===== config.mk =====
export PLATFORM = sky130hd
export DESIGN_NAME = lsu_misalign_seq
export DESIGN_NICKNAME = d
export VERILOG_FILES = /design/src/rtl/lsu_misalign_seq_pkg.sv /design/src/rtl/lsu_lane_align.sv /design/src/rtl/lsu_misalign_seq.sv
export SDC_FILE = /design/constraint.sdc
export NUM_CORES = 1
export LEC_CHECK = 0
export CAP_MARGIN = 20
export CORE_AREA = 8 8 193 195
export DETAILED_ROUTE_END_ITERATION = 7
export DIE_AREA = 0 0 201 203
export PLACE_DENSITY_LB_ADDON = 0.05
export REMOVE_ABC_BUFFERS = 1
export SYNTH_ARGS = -nofsm -noshare
export SYNTH_HDL_FRONTEND = slang
export SYNTH_SLANG_ARGS = --single-unit

===== constraint.sdc =====
create_clock -name Clk_Core -period 9.15 [get_ports Clk_Core]
set_input_delay 0.915 -clock Clk_Core [delete_from_list [all_inputs] [get_ports Clk_Core]]
set_output_delay 0.915 -clock Clk_Core [all_outputs]
set_load 0.01 [all_outputs]

===== src/rtl/lsu_misalign_seq_pkg.sv =====
// Shared op codes, state encoding and op decode helpers for the load/store sequencer.
// Store op codes (SB/SH/SW) share the LB/LH/LW encodings.
package lsu_misalign_seq_pkg;

    localparam logic [2:0] OP_LB  = 3'b000;
    localparam logic [2:0] OP_LH  = 3'b001;
    localparam logic [2:0] OP_LW  = 3'b010;
    localparam logic [2:0] OP_LBU = 3'b100;
    localparam logic [2:0] OP_LHU = 3'b101;

    typedef enum logic [2:0] {
        ST_IDLE = 3'd0,
        ST_LO   = 3'd1,
        ST_HI   = 3'd2,
        ST_RESP = 3'd3,
        ST_DONE = 3'd4
    } lsu_state_e;

    function automatic logic [2:0] op_size(input logic [2:0] op);
        case (op)
            OP_LB, OP_LBU: return 3'd1;
            OP_LH, OP_LHU: return 3'd2;
            default:       return 3'd4;
        endcase
    endfunction

    function automatic logic op_illegal(input logic [2:0] op, input logic store);
        if (store)
            return op >= 3'b011;
        else
            return (op == 3'b011) || (op == 3'b110) || (op == 3'b111);
    endfunction

endpackage


===== src/rtl/lsu_lane_align.sv =====
// Combinational lane math: byte-enable masks, store data shift and load extract/extend.
module lsu_lane_align
    import lsu_misalign_seq_pkg::*;
(
    input  logic [1:0]  offset,
    input  logic [2:0]  op,
    input  logic [31:0] store_data,
    input  logic [31:0] read_word,
    input  logic [31:0] lo_word,
    output logic        split,
    output logic [3:0]  lo_be,
    output logic [3:0]  hi_be,
    output logic [31:0] lo_wdata,
    output logic [31:0] hi_wdata,
    output logic [31:0] load_result
);

    logic [2:0]  size;
    logic [3:0]  end_byte;
    logic [7:0]  size_mask;
    logic [7:0]  mask8;
    logic [4:0]  shamt;
    logic [63:0] wdata64;
    logic [63:0] rdata64;
    logic [31:0] shifted;

    assign size     = op_size(op);
    assign end_byte = {2'b00, offset} + {1'b0, size};
    assign split    = end_byte > 4'd4;
    assign shamt    = {offset, 3'b000};

    always_comb begin
        size_mask = 8'h0F;
        case (size)
            3'd1:    size_mask = 8'h01;
            3'd2:    size_mask = 8'h03;
            default: size_mask = 8'h0F;
        endcase
    end

    assign mask8 = size_mask << offset;
    assign lo_be = mask8[3:0];
    assign hi_be = mask8[7:4];

    assign wdata64  = {32'h0, store_data} << shamt;
    assign lo_wdata = wdata64[31:0];
    assign hi_wdata = wdata64[63:32];

    // For a split load the high word is the one arriving now and the low word was captured earlier.
    assign rdata64 = split ? {read_word, lo_word} : {32'h0, read_word};
    assign shifted = 32'(rdata64 >> shamt);

    always_comb begin
        load_result = '0;
        case (op)
            OP_LB:   load_result = {{24{shifted[7]}}, shifted[7:0]};
            OP_LBU:  load_result = {24'h0, shifted[7:0]};
            OP_LH:   load_result = {{16{shifted[15]}}, shifted[15:0]};
            OP_LHU:  load_result = {16'h0, shifted[15:0]};
            OP_LW:   load_result = shifted;
            default: load_result = '0;
        endcase
    end

endmodule


===== src/rtl/lsu_misalign_seq.sv =====
// Load/store sequencer: issues one or two word-aligned data_mem accesses per core request,
// reassembles split loads and stalls the core until a one-cycle done pulse.
module lsu_misalign_seq
    import lsu_misalign_seq_pkg::*;
#(
    parameter logic SPLIT_EN   = 1'b1,
    parameter int   ADDR_WIDTH = 32
) (
    input  logic                  Clk_Core,
    input  logic                  Rst_Core_N,
    input  logic                  Mem_Req,
    input  logic [ADDR_WIDTH-1:0] Mem_Addr,
    input  logic [2:0]            Lw_Sw_OP,
    input  logic                  Store_Word_Ctrl,
    input  logic [31:0]           Register_In_B,
    input  logic [31:0]           Mem_Data_Read,
    output logic [ADDR_WIDTH-1:0] Mem_Data_Address,
    output logic                  Read_Ctrl,
    output logic [3:0]            Data_Mem_Write_Ctrl,
    output logic [31:0]           Data_Mem_Write_Out,
    output logic [31:0]           Load_Data,
    output logic                  Lsu_Stall,
    output logic                  Lsu_Done,
    output logic                  Lsu_Err,
    output lsu_state_e            Lsu_State
);

    lsu_state_e            state;
    logic [1:0]            off_q;
    logic [2:0]            op_q;
    logic                  store_q;
    logic [31:0]           data_q;
    logic [31:0]           lo_word_q;
    logic [ADDR_WIDTH-1:0] addr_out_q;
    logic                  rd_q;
    logic [3:0]            be_q;
    logic [31:0]           wd_q;
    logic [31:0]           load_q;
    logic                  done_q;
    logic                  err_q;

    logic [1:0]  cur_off;
    logic [2:0]  cur_op;
    logic [31:0] cur_data;
    logic        split;
    logic [3:0]  lo_be;
    logic [3:0]  hi_be;
    logic [31:0] lo_wdata;
    logic [31:0] hi_wdata;
    logic [31:0] load_result;
    logic        illegal;

    // In IDLE the lane math looks at the live request; afterwards at the captured one.
    assign cur_off  = (state == ST_IDLE) ? Mem_Addr[1:0]  : off_q;
    assign cur_op   = (state == ST_IDLE) ? Lw_Sw_OP       : op_q;
    assign cur_data = (state == ST_IDLE) ? Register_In_B  : data_q;

    lsu_lane_align u_lane (
        .offset      (cur_off),
        .op          (cur_op),
        .store_data  (cur_data),
        .read_word   (Mem_Data_Read),
        .lo_word     (lo_word_q),
        .split       (split),
        .lo_be       (lo_be),
        .hi_be       (hi_be),
        .lo_wdata    (lo_wdata),
        .hi_wdata    (hi_wdata),
        .load_result (load_result)
    );

    assign illegal = op_illegal(Lw_Sw_OP, Store_Word_Ctrl) || (split && !SPLIT_EN);

    always_ff @(posedge Clk_Core) begin
        if (!Rst_Core_N) begin
            state      <= ST_IDLE;
            off_q      <= '0;
            op_q       <= '0;
            store_q    <= 1'b0;
            data_q     <= '0;
            lo_word_q  <= '0;
            addr_out_q <= '0;
            rd_q       <= 1'b0;
            be_q       <= '0;
            wd_q       <= '0;
            load_q     <= '0;
            done_q     <= 1'b0;
            err_q      <= 1'b0;
        end else begin
            rd_q   <= 1'b0;
            be_q   <= '0;
            wd_q   <= '0;
            done_q <= 1'b0;
            case (state)
                ST_IDLE: begin
                    if (Mem_Req) begin
                        off_q   <= Mem_Addr[1:0];
                        op_q    <= Lw_Sw_OP;
                        store_q <= Store_Word_Ctrl;
                        data_q  <= Register_In_B;
                        load_q  <= '0;
                        if (illegal) begin
                            state  <= ST_DONE;
                            done_q <= 1'b1;
                            err_q  <= 1'b1;
                        end else begin
                            state      <= ST_LO;
                            err_q      <= 1'b0;
                            addr_out_q <= {Mem_Addr[ADDR_WIDTH-1:2], 2'b00};
                            if (Store_Word_Ctrl) begin
                                be_q <= lo_be;
                                wd_q <= lo_wdata;
                            end else begin
                                rd_q <= 1'b1;
                            end
                        end
                    end
                end
                ST_LO: begin
                    if (split) begin
                        state      <= ST_HI;
                        addr_out_q <= addr_out_q + ADDR_WIDTH'(4);
                        if (store_q) begin
                            be_q <= hi_be;
                            wd_q <= hi_wdata;
                        end else begin
                            rd_q <= 1'b1;
                        end
                    end else begin
                        state <= ST_RESP;
                    end
                end
                ST_HI: begin
                    lo_word_q <= Mem_Data_Read;
                    state     <= ST_RESP;
                end
                ST_RESP: begin
                    load_q <= store_q ? 32'h0 : load_result;
                    done_q <= 1'b1;
                    state  <= ST_DONE;
                end
                ST_DONE: begin
                    err_q <= 1'b0;
                    state <= ST_IDLE;
                end
                default: state <= ST_IDLE;
            endcase
        end
    end

    // Enables are gated by reset directly so an interrupted split store cannot commit its second half.
    assign Data_Mem_Write_Ctrl = Rst_Core_N ? be_q : 4'b0000;
    assign Mem_Data_Address    = addr_out_q;
    assign Read_Ctrl           = rd_q;
    assign Data_Mem_Write_Out  = wd_q;
    assign Load_Data           = load_q;
    assign Lsu_Done            = done_q;
    assign Lsu_Err             = err_q;
    assign Lsu_Stall           = (state == ST_IDLE) ? Mem_Req : (state != ST_DONE);
    assign Lsu_State           = state;

endmodule


# After elaboration in Yosys (flattened, before gate mapping)
# Cells that the tools add are included.
word_totals:
  inputBits: 103
  output_inout_bits: 107
  ff_bits: 176
  elab_cells: 94
op_classes:
  n_reduce_logical: 13
  n_eq_ne: 17
  magnitude_cmp: 2
  mux: 44
  shift: 3
  addsub: 2
ops:
  columns: ["op", "n"]
  rows:
  - ["32-bit 2-to-1 mux", 11]
  - ["32-bit one-hot mux with 2 select lines", 3]
  - ["32-bit one-hot mux with 5 select lines", 1]
  - ["64-bit 2-to-1 mux", 1]
  - ["32-bit by 5-bit << shifter with 64-bit output", 1]
  - ["64-bit by 5-bit >> shifter with 32-bit output", 1]
  - ["32-bit by 3-bit adder with 32-bit output, second input constant", 1]
  - ["4-bit 2-to-1 mux", 6]
  - ["4-bit one-hot mux with 2 select lines", 2]
  - ["3-bit by 2-bit == test with 1-bit output, second input constant", 5]
  - ["3-bit == test, second input constant", 5]
  - ["3-bit one-hot mux with 4 select lines", 1]
  - ["1-bit 2-to-1 mux", 11]
  - ["3-bit by 1-bit == test with 1-bit output, second input constant", 3]
  - ["3-bit 2-to-1 mux", 3]
  - ["4-bit by 2-bit << shifter with 8-bit output", 1]
  - ["3-bit zero test", 2]
  - ["1-bit one-hot mux with 2 select lines", 3]
  - ["3-bit one-hot mux with 2 select lines", 1]
  - ["2-bit AND reduction", 3]
  - ["2-bit nonzero test", 3]
  - ["2-bit by 3-bit adder with 4-bit output", 1]
  - ["4-bit by 3-bit greater-than comparator with 1-bit output, second input constant", 1]
  - ["2-bit != test, second input constant", 2]
  - ["7 further kinds", 9]

# Longest topological paths before layout
# Gate-level depths: netlist (run 1).
logic_depth:
  depth_word: 12
  depth_mapped: 19
  mapped_depth_nobuf: 12

# Modules after synthesis
# Synthesis (run 1) repeated with hierarchy kept, for this count alone.
hier_totals:
  hier_cells: 1336
  hier_area_um2: 10042.1
modules_own_cells:
  columns: ["module", "instances", "seq_area_each_um2", "cells_per_inst", "area_each_um2"]
  rows:
  - ["lsu_misalign_seq", 1, 3483.3, 957, 7370.8]
  - ["lsu_lane_align", 1, 0.0, 379, 2671.3]

# Worst setup path before layout (run 1)
# OpenSTA, ideal clock, no wires.
synth_path:
  path_kind: "input port to flip-flop"
  start: "input port Mem_Addr[0]"
  end: "register load_q[2], in the netlist Load_Data[2]"
  t_required_ps: 9011
  arrival_ps: 4853
  setup_time_ps: 139
  cell_stages: 16
  slack_ps: 4157
  cell_sequence: "nor4b_1 > nor2_1 > inv_1 > buf_1 > buf_2 > buf_1 > ha_1 > fa_1 > o21ai_0 > nor3_2 > nor2_1 > buf_2 > buf_2 > mux2_2 > o21ai_0 > a221oi_1"
synth_via:
  elab_chain_len: 8
synth_lines:
  columns: ["item", "line_no", "text"]
  rows:
  - ["from (decl)", "lsu_misalign_seq.sv:12", "input logic [ADDR_WIDTH-1:0] Mem_Addr,"]
  - ["2-bit 2-to-1 mux (*)", "lsu_misalign_seq.sv:54", "assign cur_off = (state == ST_IDLE) ? Mem_Addr[1:0] : off_q;"]
  - ["2-bit by 3-bit adder with 4-bit output", "lsu_lane_align.sv:28", "assign end_byte = {2'b00, offset} + {1'b0, size};"]
  - ["4-bit by 3-bit greater-than comparator with 1-bit output", "lsu_lane_align.sv:29", "assign split = end_byte > 4'd4;"]
  - ["64-bit 2-to-1 mux", "lsu_lane_align.sv:50", "assign rdata64 = split ? {read_word, lo_word} : {32'h0, read_word};"]
  - ["64-bit by 5-bit >> shifter with 32-bit output (*)", "lsu_lane_align.sv:51", "assign shifted = 32'(rdata64 >> shamt);"]
  - ["32-bit one-hot mux with 5 select lines (*)", "lsu_lane_align.sv:55", "case (op)"]
  - ["32-bit 2-to-1 mux (*)", "lsu_misalign_seq.sv:138", "load_q <= store_q ? 32'h0 : load_result;"]
  - ["32-bit one-hot mux with 2 select lines (*)", "lsu_misalign_seq.sv:94", "case (state)"]
  - ["to (signal assigned)", "lsu_misalign_seq.sv:138", null]
  - ["to (decl)", "lsu_misalign_seq.sv:38", "logic [31:0] load_q;"]
# Mark *: on every way between the ends. The rest lies on a longest branch, timed or not.
# A chain may end at the register's enable or synchronous reset.

# Worst setup path in the final report (run 1)
layout_path:
  start: "input port Lw_Sw_OP[1]"
  end: "register load_q[19], in the netlist Load_Data[19]"
layout_via:
  elab_chain_len: 11
layout_lines:
  columns: ["item", "line_no", "text"]
  rows:
  - ["from (decl)", "lsu_misalign_seq.sv:13", "input logic [2:0] Lw_Sw_OP,"]
  - ["3-bit 2-to-1 mux (*)", "lsu_misalign_seq.sv:55", "assign cur_op = (state == ST_IDLE) ? Lw_Sw_OP : op_q;"]
  - ["3-bit by 1-bit == test with 1-bit output (tied with other cells)", "lsu_misalign_seq_pkg.sv:20, lsu_lane_align.sv:55", null]
  - ["2-bit OR reduction", "lsu_misalign_seq_pkg.sv:20", "case (op)"]
  - ["3-bit one-hot mux with 2 select lines", "lsu_misalign_seq_pkg.sv:20", null]
  - ["2-bit by 3-bit adder with 4-bit output", "lsu_lane_align.sv:28", null]
  - ["4-bit by 3-bit greater-than comparator with 1-bit output", "lsu_lane_align.sv:29", null]
  - ["64-bit 2-to-1 mux", "lsu_lane_align.sv:50", null]
  - ["64-bit by 5-bit >> shifter with 32-bit output", "lsu_lane_align.sv:51", null]
  - ["32-bit one-hot mux with 5 select lines (*)", "lsu_lane_align.sv:55", null]
  - ["32-bit 2-to-1 mux (*)", "lsu_misalign_seq.sv:138", null]
  - ["32-bit one-hot mux with 2 select lines (*)", "lsu_misalign_seq.sv:94", null]
# Marked as above.

==> results of run 1 <==
==> stage by stage <==
stage	setup WS, ns	instances	power, uW	util (%)
2_1_floorplan	0.648	1221	1550	-
5_1_grt	2.64	1941	2900	38.4
3_5_place_dp	2.62	1907	1980	36.5
3_3_place_gp	2.85	1907	1980	36.5
4_1_cts	3.11	1939	2770	38.3
6_report	2.99	1941	2760	38.4
==> logic make-up after synthesis <==
group,share of synthesized area [%]
multiplexers,8.09
AND/OR/NAND/NOR,23.1
other,0.0372
adder cells (fa/ha/maj),0.572
flip-flops,34.6
AO/OA/AOI/OAI,28.4
buffers and inverters,5.23
==> state kept, by name, indices dropped and copies added, names as in the netlist <==
| register | flops |
|---|---|
| Load_Data | 32 |
| op_q | 3 |
| Lsu_Err | 1 |
| Read_Ctrl | 1 |
| Lsu_State | 3 |
| lo_word_q | 32 |
| store_q | 1 |
| be_q | 4 |
| Lsu_Done | 1 |
| Data_Mem_Write_Out | 32 |
| off_q | 2 |
| Mem_Data_Address | 30 |
| data_q | 32 |
==> worst max path at each step <==
stage,to,slack (ns)
global placement,Mem_Data_Address[10]$_SDFFE_PN0P_,2.85
detailed placement,Load_Data[21]$_SDFFE_PN0P_,2.62
CTS,Load_Data[18]$_SDFFE_PN0P_,3.11
global route,Load_Data[18]$_SDFFE_PN0P_,2.64
finish,Load_Data[19]$_SDFFE_PN0P_,2.99
floorplan,Load_Data[13]$_SDFFE_PN0P_,0.65
==> report_power, final <==
part / internal, uW / total [uW] / switching (uW)
logic: 407 / 1100 / 694
registers: 816 / 876 / 60.7
clock network: 425 / 778 / 353
total: 1650 / 2760 / 1110
==> critical path, stage by stage <==
cell,delay (ns)
clkdlybuf4s50_1,0.57
or4b_4,0.56
nand2_1,0.35
nor2_1,0.08
ha_1,0.22
fa_1,0.50
o21ai_0,0.79
or3_1,0.35
nand2_1,0.47
mux2i_1,0.41
nand3_1,0.85
a41oi_1,0.44
==> per-layer routing <==
metal | GRT usage (%) | up-vias
li1 | - | 5136
met1 | 29.0 | 5262
met2 | 30.3 | 439
met3 | 4.64 | 53
met4 | 6.86 | 2
met5 | 0 | -
==> final cells by class <==
cell class,count,share of cell area [%]
diodes,1,0.0191
clock buffers,20,3.49
clock inverters,12,1.13
inverters,13,0.372
multi-input cells,1034,46.7
flip-flops and latches,174,26.6
well taps,455,4.34
repair buffers,232,17.4
==> cell usage after synthesis, types with 6 or more instances <==
| library cell | number | share of area, % |
|---|---|---|
| dfxtp_1 | 174 | 35 |
| nand4_1 | 8 | 0.50 |
| a211oi_1 | 10 | 0.75 |
| o31a_1 | 8 | 0.70 |
| o21a_1 | 7 | 0.52 |
| a221oi_1 | 19 | 1.7 |
| o221a_2 | 9 | 1.0 |
| buf_2 | 7 | 0.35 |
| and2_1 | 10 | 0.62 |
| a22oi_1 | 14 | 1.0 |
| nand3_1 | 25 | 1.2 |
| nor3_1 | 12 | 0.60 |
| mux4_2 | 6 | 1.3 |
| inv_1 | 12 | 0.45 |
| a31oi_1 | 24 | 1.5 |
| o21ai_0 | 33 | 1.6 |
| o22ai_1 | 22 | 1.4 |
| buf_1 | 10 | 0.37 |
| or3_1 | 7 | 0.43 |
| mux2_2 | 20 | 2.2 |
| a32oi_1 | 10 | 0.87 |
| and3_1 | 35 | 2.2 |
| a2bb2oi_1 | 18 | 1.6 |
| nand2_1 | 299 | 11 |
| a41oi_1 | 8 | 0.70 |
| mux2i_1 | 44 | 4.4 |
| nor4_1 | 8 | 0.50 |
| o211ai_1 | 25 | 1.9 |
| a21oi_1 | 176 | 8.7 |
| nor2_1 | 97 | 3.6 |
| clkbuf_1 | 91 | 3.4 |
==> impl_metrics.yaml, run 1 <==
die:
  floorplan.initialDensity_pct: 29.5
  dieArea_sq_um: 40800
  die_h_microns: 203
  row_count: 68
  design.core.area_sq_um: 34100
  io_pins: 210
  die-width_microns: 201
critical_path:
  rr_worst_depth: 11
  cp-end-kind: "register"
  path_max_fanout: 17
  timing.rr.end: "Load_Data[19]$_SDFFE_PN0P_"
  r2r_setup_slack_ns: 3.16
  cp-start-kind: "input pin"
  criticalPathCategory: "in2reg"
  cp.arrival_ns: 6.53
  crit_path_start: "Lw_Sw_OP[1]"
  cp_data_required_time_ns: 9.51
  r2r_start: "Lsu_State[0]$_SDFFE_PN0N_"
sta:
  slew_viol_final: 0
  setup-tns-final_ns: 0
  period_share_pct: 67.4
  fin_worst_skew_ns: 0.0159
  final.min_clock_period_ns: 6.16
  hold_slack_ns: 0.455
  finalSetupViolations: 0
  max_freq_ghz: 0.162
  hold_viol: 0
  rsz0062_at_grt: "false"
  worst_pin_slew_ns: 1.16
  slew_headroom_pct: 22.5
placement:
  place_area_sq_um: 12500
  gp_congestion: 0.865
  post-dp-hpwl_microns: 29400
  numPortBuffers: 207
drt:
  wirelength_microns: 43300
  wl_met3_microns: 3040
  met1_length_microns: 20600
  vias: 10900
  drt_iter0_markers: 778
  wl_per_cell_microns: 22.3
  final_antenna_net_count: 0
  drt_first_pass_iters: 5
  vias_per_cell: 5.61
  wl_met2_microns: 18800
  drc_errors: 0
  top_layer: "met5"
cts:
  ctsResizeCount: 0
  clk_pin_slew_worst_paths_ns: 0.08
  numCtsBuffers: 17
  hold_buffers: 0
  clock_latency_ns: 0.46
  cts_tree: "built"
  clock_path_buffers: 2
  htree_levels: 4
  post_cts_buffers: 0
  cts_root_buf: "clkbuf_16"
  numClockSinks: 174
final_layout:
  register_area_sq_um: 3480
  fillers: 3576
  fin_area_sq_um: 13100
  area_growth_pct: 30.1
  final_nets: 1579
  layout-drive-gt1-share_pct: 8.22
  final_cell_mix: "nand2_1 (299), clkdlybuf4s50_1 (207), a21oi_1 (175)"
  multiInputGateArea_sq_um: 6110
  layout_commonest_cell: "nand2_1"
synth:
  syn_inst: 1335
  synth_edf_count: 0
  ys_seq_area_share_pct: 34.6
  yosys_warnings: 0
  synth_cell_types: 73
  ys_ff_latch: 174
  synthFlopType: "dfxtp_1"
  syn_area_sq_um: 10100
  syn_avg_cell_area_sq_um: 7.54
  synth-async-reset-ratio_pct: 0
grt:
  grt_start_max_net_pins: 93
  grt_overflow_total: 0
  grt_pass1_wl_microns: 65600
  grt_antenna_before_repair: 2
  groute.usage.overall_pct: 20.5
  grt_pass1_vias: 10300
hold_path:
  hold_class: "reg2reg"
  holdPathStages: 2
  hold_path_end: "data_q[0]$_SDFFE_PN0P_"
  hold_start: "data_q[0]$_SDFFE_PN0P_"
power_and_ir_drop:
  ir_worst_vdd_mv: 0.139
  power.density_nw_per_um2: 210
  p_leak_uw: 0.00468
run:
  max-cap-violations: 0
status:
  outcome: "completed"
Note: power is estimated with default switching activity, not from simulation.
==> inputs of run 2 (changes only) <==
==> constraint.sdc (replaced) <==
create_clock -name Clk_Core -period 5.95 [get_ports Clk_Core]
set_input_delay 0.595 -clock Clk_Core [delete_from_list [all_inputs] [get_ports Clk_Core]]
set_output_delay 0.595 -clock Clk_Core [all_outputs]
set_load 0.01 [all_outputs]
==> impl_metrics.yaml, run 2 (synthesis gave the netlist of run 1 again) <==
placement:
  numPortBuffers: 207
  place_area_sq_um: 12500
  place_inst: 1916
  post-dp-hpwl_microns: 29600
  gp_congestion: 0.859
  post-place-ws_ns: 0.592
cts:
  numClockSinks: 174
  numCtsBuffers: 17
  cts_tree: "built"
  hold_buffers: 0
  htree_levels: 4
  ctsResizeCount: 0
  cts_root_buf: "clkbuf_16"
  clock_path_buffers: 2
  post_cts_buffers: 0
  clk_pin_slew_worst_paths_ns: 0.07
  clock_latency_ns: 0.46
sta:
  max_freq_ghz: 0.203
  hold_slack_ns: 0.456
  period_share_pct: 82.8
  final.min_clock_period_ns: 4.93
  rsz0062_at_grt: "false"
  layout_setup_ws_ns: 1.02
  worst_pin_slew_ns: 1.08
  finalSetupViolations: 0
  hold_viol: 0
  slew_headroom_pct: 27.5
  slew_viol_final: 0
  fin_worst_skew_ns: 0.0141
drt:
  wirelength_microns: 43700
  drt_first_pass_iters: 7
  wl_met2_microns: 19000
  vias_per_cell: 5.58
  top_layer: "met4"
  final_antenna_net_count: 0
  drt_iter0_markers: 884
  vias: 10900
  wl_per_cell_microns: 22.4
  met1_length_microns: 21000
  drc_errors: 0
  wl_met3_microns: 3060
final_layout:
  area_growth_pct: 30.1
  final_cell_mix: "nand2_1 (299), clkdlybuf4s50_1 (207), a21oi_1 (175)"
  fillers: 3535
  final_nets: 1587
  layout-drive-gt1-share_pct: 8.64
  fin_area_sq_um: 13100
  finalNonFillerCells: 1949
  layout_commonest_cell: "nand2_1"
die:
  design.core.area_sq_um: 34100
  row_count: 68
  die-width_microns: 201
  io_pins: 210
  floorplan.initialDensity_pct: 29.5
  dieArea_sq_um: 40800
  die_h_microns: 203
critical_path:
  cp_data_required_time_ns: 6.34
  cp_slowest_cell: "o2111a_1"
  cp-end-kind: "register"
  cp.arrival_ns: 5.31
  path_cells: "clkdlybuf4s50_1, or4b_4, nand2_1, nor2_1, ha_1, fa_1, o21bai_1, a22oi_1, buf_4, o2111a_1, nand2_1, a2bb2oi_1, nor2_1"
  cp-start-kind: "input pin"
  slowest_delay_ns: 0.61
  path_max_fanout: 12
  criticalPathCategory: "in2reg"
power_and_ir_drop:
  power.density_nw_per_um2: 321
  ir_worst_vdd_mv: 0.236
  p_total_uw: 4200
  p_leak_uw: 0.00468
grt:
  grt_pass1_vias: 10400
  grt_overflow_total: 0
  grt_antenna_before_repair: 1
  groute.usage.overall_pct: 20.8
  grt_start_max_net_pins: 64
  grt_pass1_wl_microns: 66400
hold_path:
  hold_class: "reg2reg"
status:
  outcome: "completed"
run:
  max-cap-violations: 0
[run 2: cell types whose count changed in the layout (fill, tap and decap cells not counted), sizes merged]
| cell | change |
|---|---|
| buf | +8 |
| bufinv | -1 |
| clkbuf | +1 |
| clkinv | +2 |
| clkinvlp | +3 |
| inv | -5 |
[run 2: layout make-up]
cell class                      instances  area (sq um)  area share [%]
Clock inverter                         11           110           0.840
Sequential cell                       174          3480            26.6
Tap cell                              455           569            4.35
Timing Repair Buffer                  240          2320            17.7
Clock buffer                           21           460            3.51
Inverter                               13          48.8           0.372
Antenna cell                            1          2.50          0.0191
Multi-Input combinational cell       1034          6110            46.6
[run 2: worst max-delay path, delay by kind of cell]
family / cells / cell delay [ns]
simple gates: 5 / 1.59
compound gates: 4 / 1.48
fa+ha+maj: 2 / 0.80
buf+inv: 2 / 0.82
[run 2: path summary, 6_finish.rpt]
path / startpoint / end / depth (start not counted) / slack (ns)
setup / recovery: Lw_Sw_OP[1] / Data_Mem_Write_Out[19]$_SDFF_PN0_ / 13 / 1.02
setup reg to reg: Lsu_State[0]$_SDFFE_PN0N_ / Mem_Data_Address[25]$_SDFFE_PN0P_ / 13 / 1.08
hold reg to reg: data_q[7]$_SDFFE_PN0P_ / data_q[7]$_SDFFE_PN0P_ / 2 / 0.46
hold / removal: data_q[7]$_SDFFE_PN0P_ / data_q[7]$_SDFFE_PN0P_ / 2 / 0.46
[run 2: power by group]
part	leakage, uW	switching, uW	total [uW]	internal, uW
registers	0.00141	90.6	1350	1250
logic	0.00300	1090	1740	644
clock network	0.000263	521	1120	602
total	0.00468	1700	4200	2500
[run 2: metal layers]
layer  up-vias  track usage (%)
met5         -                0
met2       429             31.2
li1       5132                -
met3        44             4.34
met4         0             5.05
met1      5267             29.8
[run 2: metrics by stage]
stage	TNS [ns]	utilization, %
2_1_floorplan	-167.30	-
3_3_place_gp	0	36.7
3_5_place_dp	0	36.7
4_1_cts	0	38.4
5_1_grt	0	38.4
6_report	0	38.4
